**config.mk**
```make
export PLATFORM = sky130hd
export DESIGN_NAME = fifo_hs_flat
export DESIGN_NICKNAME = d
export VERILOG_FILES = /design/src/rtl/fifo_hs_if.sv /design/src/rtl/fifo_hs.sv /design/src/flat_wrapper.sv
export SDC_FILE = /design/constraint.sdc
export NUM_CORES = 1
export LEC_CHECK = 0
export CAP_MARGIN = 40
export CORE_MARGIN = 5
export CORE_UTILIZATION = 55
export DETAILED_ROUTE_END_ITERATION = 16
export HOLD_SLACK_MARGIN = 0.1
export PLACE_DENSITY_LB_ADDON = 0.12
export SYNTH_ARGS = -nofsm -noshare
export SYNTH_HDL_FRONTEND = slang
export SYNTH_SLANG_ARGS = --single-unit
```
**constraint.sdc**
```tcl
create_clock -name clk -period 6.2 [get_ports clk]
set_input_delay 1.24 -clock clk [delete_from_list [all_inputs] [get_ports clk]]
set_output_delay 1.24 -clock clk [all_outputs]
set_load 0.01 [all_outputs]
```
**src/rtl/fifo_hs_if.sv**
```systemverilog
// Handshake bundle for fifo_hs: producer request/acknowledge, consumer
// request/acknowledge, and the occupancy count.
interface fifo_hs_if #(
  parameter int WIDTH = 8,
  parameter int DEPTH = 4
);
  localparam int LW = $clog2(DEPTH + 1);

  logic [WIDTH-1:0] din;
  logic             rr;
  logic             ar;
  logic [WIDTH-1:0] dout;
  logic             rw;
  logic             aw;
  logic [LW-1:0]    level;

  // Environment side: drives the producer data/request and the consumer acknowledge.
  modport master (
    output din,
    output rr,
    output aw,
    input  ar,
    input  dout,
    input  rw,
    input  level
  );

  // FIFO side.
  modport slave (
    input  din,
    input  rr,
    input  aw,
    output ar,
    output dout,
    output rw,
    output level
  );
endinterface

```
**src/rtl/fifo_hs.sv**
```systemverilog
// Multi-entry FIFO with four-phase handshakes on both sides. The write and
// read FSMs are independent and share only the level count.
module fifo_hs #(
  parameter int WIDTH = 8,
  parameter int DEPTH = 4
) (
  input  logic       clk,
  input  logic       reset,
  fifo_hs_if.slave   bus
);
  localparam int LW = $clog2(DEPTH + 1);
  localparam int PW = $clog2(DEPTH);

  typedef enum logic {
    W_IDLE = 1'b0,
    W_ACK  = 1'b1
  } wstate_e;

  typedef enum logic [1:0] {
    R_IDLE = 2'd0,
    R_REQ  = 2'd1,
    R_WAIT = 2'd2
  } rstate_e;

  wstate_e          wstate_q, wstate_d;
  rstate_e          rstate_q, rstate_d;
  logic [WIDTH-1:0] mem_q [DEPTH];
  logic [PW-1:0]    wptr_q, wptr_d;
  logic [PW-1:0]    rptr_q, rptr_d;
  logic [LW-1:0]    level_q, level_d;
  logic             ar_q, ar_d;
  logic             rw_q, rw_d;
  logic [WIDTH-1:0] dout_q, dout_d;
  logic             capture_s;
  logic             pop_s;
  logic             full_s;
  logic             empty_s;

  // Pointers run over 0..DEPTH-1 so DEPTH need not be a power of two.
  function automatic logic [PW-1:0] ptr_inc(input logic [PW-1:0] p);
    if (p == PW'(DEPTH - 1)) begin
      return {PW{1'b0}};
    end else begin
      return p + PW'(1);
    end
  endfunction

  assign full_s  = (level_q == LW'(DEPTH));
  assign empty_s = (level_q == {LW{1'b0}});

  // Write FSM: capture on rr with space, then hold ar until rr drops.
  always_comb begin
    wstate_d  = wstate_q;
    ar_d      = ar_q;
    wptr_d    = wptr_q;
    capture_s = 1'b0;
    case (wstate_q)
      W_IDLE: begin
        if (bus.rr && !full_s) begin
          capture_s = 1'b1;
          wptr_d    = ptr_inc(wptr_q);
          ar_d      = 1'b1;
          wstate_d  = W_ACK;
        end else begin
          ar_d = 1'b0;
        end
      end
      W_ACK: begin
        if (!bus.rr) begin
          ar_d     = 1'b0;
          wstate_d = W_IDLE;
        end else begin
          ar_d = 1'b1;
        end
      end
      default: begin
        ar_d     = 1'b0;
        wstate_d = W_IDLE;
      end
    endcase
  end

  // Read FSM: offer the head entry, retire it on aw, then wait for aw to drop.
  always_comb begin
    rstate_d = rstate_q;
    rw_d     = rw_q;
    rptr_d   = rptr_q;
    dout_d   = dout_q;
    pop_s    = 1'b0;
    case (rstate_q)
      R_IDLE: begin
        if (!empty_s) begin
          dout_d   = mem_q[rptr_q];
          rw_d     = 1'b1;
          rstate_d = R_REQ;
        end else begin
          rw_d = 1'b0;
        end
      end
      R_REQ: begin
        if (bus.aw) begin
          pop_s    = 1'b1;
          rw_d     = 1'b0;
          rptr_d   = ptr_inc(rptr_q);
          rstate_d = R_WAIT;
        end else begin
          rw_d = 1'b1;
        end
      end
      R_WAIT: begin
        rw_d = 1'b0;
        if (!bus.aw) begin
          rstate_d = R_IDLE;
        end else begin
          rstate_d = R_WAIT;
        end
      end
      default: begin
        rw_d     = 1'b0;
        rstate_d = R_IDLE;
      end
    endcase
  end

  // Occupancy: a simultaneous capture and pop leaves the count unchanged.
  always_comb begin
    level_d = level_q;
    case ({capture_s, pop_s})
      2'b10:   level_d = level_q + LW'(1);
      2'b01:   level_d = level_q - LW'(1);
      default: level_d = level_q;
    endcase
  end

  // Control and output registers with synchronous reset.
  always_ff @(posedge clk) begin
    if (reset) begin
      wstate_q <= W_IDLE;
      rstate_q <= R_IDLE;
      wptr_q   <= {PW{1'b0}};
      rptr_q   <= {PW{1'b0}};
      level_q  <= {LW{1'b0}};
      ar_q     <= 1'b0;
      rw_q     <= 1'b0;
      dout_q   <= {WIDTH{1'b0}};
    end else begin
      wstate_q <= wstate_d;
      rstate_q <= rstate_d;
      wptr_q   <= wptr_d;
      rptr_q   <= rptr_d;
      level_q  <= level_d;
      ar_q     <= ar_d;
      rw_q     <= rw_d;
      dout_q   <= dout_d;
    end
  end

  // Storage array; contents become unreachable on reset because the pointers clear.
  always_ff @(posedge clk) begin
    if (!reset && capture_s) begin
      mem_q[wptr_q] <= bus.din;
    end
  end

  assign bus.ar    = ar_q;
  assign bus.rw    = rw_q;
  assign bus.dout  = dout_q;
  assign bus.level = level_q;
endmodule
```
**src/flat_wrapper.sv**
```systemverilog
// flat-port wrapper written by rule: the top's interface ports become plain ports
module fifo_hs_flat 
#(
  parameter int WIDTH = 8,
  parameter int DEPTH = 4
)
  (clk, reset, bus_din, bus_rr, bus_aw, bus_ar, bus_dout, bus_rw, bus_level);
  fifo_hs_if #(.WIDTH(WIDTH), .DEPTH(DEPTH)) bus_i ();
  input  logic clk;
  input  logic reset;
  input wire logic [$bits(bus_i.din)-1:0] bus_din;
  input wire logic [$bits(bus_i.rr)-1:0] bus_rr;
  input wire logic [$bits(bus_i.aw)-1:0] bus_aw;
  output wire logic [$bits(bus_i.ar)-1:0] bus_ar;
  output wire logic [$bits(bus_i.dout)-1:0] bus_dout;
  output wire logic [$bits(bus_i.rw)-1:0] bus_rw;
  output wire logic [$bits(bus_i.level)-1:0] bus_level;
  assign bus_i.din = bus_din;
  assign bus_i.rr = bus_rr;
  assign bus_i.aw = bus_aw;
  assign bus_ar = bus_i.ar;
  assign bus_dout = bus_i.dout;
  assign bus_rw = bus_i.rw;
  assign bus_level = bus_i.level;
  fifo_hs #(.WIDTH(WIDTH), .DEPTH(DEPTH)) u_core (.clk(clk), .reset(reset), .bus(bus_i));
endmodule
```
* Yosys cells after proc, flatten, opt, wreduce, memory -nomap -nowiden *
Memories as Yosys holds them, arrays and structs flattened. A register that Yosys moved wholly into a read port is not among the register bits.
Index checks and enable logic that the tools add are counted.

storage, ports and cells
  RAM bits = 32
  output and inout port bits = 13
  register bits after elaboration = 11
  word-level logic and storage cells = 51
  memories kept = 1

memories
  name          depth  bits a word  rd ports  clocked after memory_dff  wr ports  RTL line       text
  u_core.mem_q  4      8            1         1                         1         fifo_hs.sv:27  logic [WIDTH-1:0] mem_q [DEPTH];

operators by class
  reductions and logical operators = 11
  muxes and demuxes = 18
  $add $sub $neg = 4
  equal/unequal tests = 9
  bitwise gates (word level) = 2

operators with widths
  operator                                                            number
  2-bit two-way mux                                                   5
  1-bit two-way mux                                                   9
  2-bit == test, second input constant                                4
  2-bit AND reduction                                                 4
  2-bit one-hot mux with 3 select lines                               1
  3-bit one-hot mux with 2 select lines                               1
  2-bit by 1-bit adder with 2-bit output, second input constant       2
  2-bit by 1-bit == test with 1-bit output, second input constant     2
  2-bit inequality test, second input constant                        2
  1-bit one-hot mux with 2 select lines                               2
  3-bit by 1-bit adder with 3-bit output, second input constant       1
  3-bit == test, second input constant                                1
  3-bit zero test                                                     1
  3-bit by 1-bit subtractor with 3-bit output, second input constant  1
  1-bit logical AND                                                   2
  1-bit zero test                                                     2
  2-bit zero test                                                     1
  1-bit NOT                                                           2
  2-bit nonzero test                                                  1

* Logic depth before layout (Yosys ltp) *
  depth in word-level cells = 8
  mapped depth = 9
  gate-level depth less buffers = 9

* Least setup slack after synthesis *
OpenSTA, ideal clock, no wires.

  kind = input-to-reg
  from = input bus_rr
  to = register u_core.level_q[2], in the netlist u_core.bus.level[2]
  arrival time = 2.589 ns
  cell stages on the path = 8
  setup slack = 3.542 ns
  path buffers = 0
  cells stage by stage = nor3b_1 inv_1 ha_1 inv_1 fa_1 xor2_1 or3_1 a21oi_1

on the way
  longest elaborated chain between the ends = 5
  elaborated cells between the ends (all ways) = 7

RTL lines
  item                                                                                RTL line            text
  start, declared                                                                     flat_wrapper.sv:12  input wire logic [$bits(bus_i.rr)-1:0] bus_rr;
  1-bit logical AND *                                                                 fifo_hs.sv:59       if (bus.rr && !full_s) begin
  1-bit two-way mux *                                                                 fifo_hs.sv:59
  1-bit two-way mux *                                                                 fifo_hs.sv:57       case (wstate_q)
  2-bit by 1-bit == test with 1-bit output / 2-bit == test (equally long branches)    fifo_hs.sv:128      case ({capture_s, pop_s})
  3-bit one-hot mux with 2 select lines / 2-bit nonzero test (equally long branches)  --
  end signal, assigned                                                                fifo_hs.sv:142      level_q <= {LW{1'b0}};
  end signal, assigned                                                                fifo_hs.sv:151      level_q <= level_d;
  end, declared                                                                       fifo_hs.sv:30       logic [LW-1:0] level_q, level_d;

Mark *: on every way between the ends. The rest lies on a longest branch, timed or not.
A chain may end at the register's enable or synchronous reset.

* Worst setup path after layout *
  from = input bus_aw
  to = register u_core.level_q[2], in the netlist u_core.bus.level[2]

on the way
  longest elaborated chain between the ends = 4
  elaborated cells between the ends (all ways) = 6

RTL lines
  item                                                                                RTL line            text
  start, declared                                                                     flat_wrapper.sv:13  input wire logic [$bits(bus_i.aw)-1:0] bus_aw;
  1-bit two-way mux *                                                                 fifo_hs.sv:101      if (bus.aw) begin
  1-bit two-way mux *                                                                 fifo_hs.sv:90       case (rstate_q)
  via u_core.pop_s                                                                    fifo_hs.sv:35       logic pop_s;
  2-bit by 1-bit == test with 1-bit output / 2-bit == test (equally long branches)    fifo_hs.sv:128
  3-bit one-hot mux with 2 select lines / 2-bit nonzero test (equally long branches)  --

The timed path passes the listed nets; every way through them passes the cells marked *.

==> out/results.tsv <==
metric	value	unit
clockBufferDepth	2	
power_frac_clock	22.4	%
cts_hold_buf	0	
min_path_cells	1	
synth.top_cell.area_share	47.2	%
status	finished clean	
hold_path_class	register to register	
grtUsageTotal	14.2	%
cp.arrival	3270	ps
crit_path_frequent_cell	inv_1	
ys_warn_count	0	
fin_util	66.1	%
vias_per_cell	5.54	
netlist_instances	126	
synth_area	0.00203	sq mm
numPortBuffers	24	
start_kind	input port	
r2r_slack	4000	ps
clock-sinks	51	
finalCriticalPeriod	3050	ps
detail-route-antenna-nets	0	
fin_cells	201	
reg2reg_depth	9	
root_buffer	clkbuf_8	
worstReg2RegEnd	u_core.bus.level[2]$_SDFFE_PP0P_	
coreArea	0.00363	sq mm
dr.pass1.iters	4	
cts_resized	0	
rr_startpoint	u_core.bus.level[2]$_SDFFE_PP0P_	
hold_slack	490	ps
die_h	70.8	um
netlist.top_cell.by_area	edfxtp_1	
synth_area_leaders	edfxtp_1 (47%), dfxtp_1 (19%), mux4_2 (8.9%), ha_1 (3.7%), a22o_1 (3.4%)	
async_flop_share	0	%
period_share	49.2	%
finClkSkew	7.90	ps
irDropWorstVdd	0.000198	V
clkTransAtPathRegs	100	ps
drv_cap	0	
drt_iter0_drc	62	
ys_ff_latch	51	
areaGrowthSynthToFinish	18.0	%
drcViolationCount	0	
worst_hold_startpoint	u_core.bus.dout[5]$_SDFFE_PP0P_	
gp_congestion	0.757	
postSynthAreaPerCell	16.1	sq um
relSlewSlack	56.5	%
start_util	56.0	%
cts_tree	yes	
synth-edff-count	32	
slew_violations	0	
fmax	328	MHz
ys_seq_area_share	65.9	%
seqPwrFrac	51.7	%
die-area	0.00502	sq mm
hpwl	2300	um
worstSetupPathType	input port to register	
fillCellCount	267	
die_w	70.8	um
max_stage_delay	520	ps
wire_per_inst	16.2	um
tns	0	ps
drive_gt1_share	13.1	%
power.density	361	mW/mm^2
p_sw	250	uW
timing.critical_path.fanout_max	4	
synth_nets	145	
yosys.cell_types.count	32	
cts-buffers-inserted	5	
required	6420	ps
ys.flop_type	edfxtp_1	
power	866	uW
cts_max_level	2	
grt_pass1_vias	1145	
clock_latency	300	ps
worst_pin_slew	650	ps
wirelength	3260	um
grt_antenna_before_repair	0	
min_to	u_core.bus.dout[5]$_SDFFE_PP0P_	
placed_cells	193	
setup_violations	0	
grt_max_degree	19	
p_sw_share	28.9	%
grt_setup_unrepaired	false	
grt_pass1_wl	5450	um
io_pins	25	
num_rows	22	
leakagePower	0.813	nW
intPower	616	uW
path_cells	clkdlybuf4s50_1 -> nand3b_1 -> inv_1 -> ha_1 -> inv_1 -> fa_1 -> xor2_1 -> or3_1 -> a21oi_1	
post_cts_buffers	0	
worst_setup_path_end_kind	register	
nets	171	
combPwrFrac	26.0	%
overflow	0	
num_antenna_cells	0	
cp_slowest_cell	clkdlybuf4s50_1	
final_hold_viol_count	0	
vias	1113	
==> per-stage QoR <==
step           worst slack, ps  instance area [sq um]
2_1_floorplan             3540                   2030
3_5_place_dp              2810                   2300
5_1_grt                   2990                   2400
6_report                  3150                   2400
3_3_place_gp              2920                   2300
4_1_cts                   3150                   2400
==> cell usage in the layout, fill, tap and decap left out, types with 2 or more instances in the layout <==
| master | Yosys | final |
|---|---|---|
| ha_1 | 6 | 6 |
| nand2b_1 | 2 | 2 |
| a21oi_1 | 3 | 3 |
| clkbuf_8 | 0 | 5 |
| and2_1 | 4 | 4 |
| dfxtp_1 | 19 | 19 |
| mux4_2 | 8 | 8 |
| edfxtp_1 | 32 | 32 |
| or3_1 | 2 | 2 |
| xor2_1 | 2 | 2 |
| inv_1 | 7 | 7 |
| clkdlybuf4s50_1 | 0 | 24 |
| a22o_1 | 8 | 8 |
| nor2_1 | 7 | 7 |
| nor3b_1 | 4 | 4 |
| a2111oi_0 | 2 | 2 |
| mux2i_1 | 2 | 2 |
==> Yosys cell counts (2+ instances only) <==
| master | instances |
|---|---|
| inv_1 | 7 |
| mux4_2 | 8 |
| ha_1 | 6 |
| a2111oi_0 | 2 |
| nor3b_1 | 4 |
| or3_1 | 2 |
| nor2_1 | 7 |
| mux2i_1 | 2 |
| xor2_1 | 2 |
| buf_2 | 2 |
| edfxtp_1 | 32 |
| and2_1 | 4 |
| a22o_1 | 8 |
| a21oi_1 | 3 |
| nand2b_1 | 2 |
| dfxtp_1 | 19 |
==> registers in the layout, indices dropped and copies added (netlist names) <==
| signal | count |
|---|---|
| u_core.mem_q | 32 |
| u_core.bus.ar | 1 |
| u_core.bus.dout | 8 |
| u_core.bus.rw | 1 |
| u_core.rstate_q | 2 |
| u_core.wptr_q | 2 |
| u_core.bus.level | 3 |
| u_core.rptr_q | 2 |
==> per-layer routing <==
layer  up-vias  wire [um]  global-route usage [%]
met3         2        107                    3.41
met2        23       1710                    24.1
met5         -          0                       0
met1       564       1430                    17.2
li1        524          -                       -
met4         0         13                    6.26
==> logic make-up (layout without fill, tap and decap cells) <==
kind of cell	Yosys count	after routing	share of synthesized area, %
mux	10	10	9.84
xor+xnor	3	3	1.29
buf+inv	12	39	2.77
fa+ha+maj	7	7	4.67
compound gates	16	16	6.46
flops	51	51	65.9
simple gates	27	27	9.04
==> final cells by class <==
| class | count | area (sq um) | share of cell area [%] |
|---|---|---|---|
| timing repair buffer | 24 | 240 | 10.0 |
| multi-input combinational | 63 | 637 | 26.5 |
| inverter | 7 | 26.3 | 1.09 |
| clock buffer | 5 | 68.8 | 2.87 |
| sequential | 51 | 1340 | 55.9 |
| tap | 48 | 60.1 | 2.50 |
| clock inverter | 3 | 27.5 | 1.15 |
==> power by group through the flow <==
stage	clock, mW	sequential (mW)	combinational (mW)
final	0.194	0.448	0.225
after global routing	0.217	0.456	0.243
after CTS	0.200	0.448	0.228
after detailed placement	0	0.456	0.227
after global placement	0	0.452	0.223
after floorplan	0	0.450	0.139
==> critical path: cells and delay by family <==
kind | cells | cell delay, ps
buffers and inverters | 3 | 690
and+or+nand+nor | 2 | 480
adders and majority gates | 2 | 560
xor gates and xnor gates | 1 | 160
AOI/OAI and AO/OA | 1 | 150
==> worst max path at each step <==
stage / from / end / slack [ps] / depth (start not counted)
finish: bus_aw / u_core.bus.level[2]$_SDFFE_PP0P_ / 3150 / 9
global route: bus_rr / u_core.bus.level[2]$_SDFFE_PP0P_ / 2990 / 9
CTS: reset / u_core.mem_q[1][1]$_DFFE_PP_ / 3150 / 3
detailed placement: reset / u_core.mem_q[1][7]$_DFFE_PP_ / 2810 / 3
global placement: bus_aw / u_core.bus.level[2]$_SDFFE_PP0P_ / 2920 / 9
floorplan: bus_rr / u_core.bus.level[2]$_SDFFE_PP0P_ / 3540 / 8
Power figures use the tool's default switching activity.
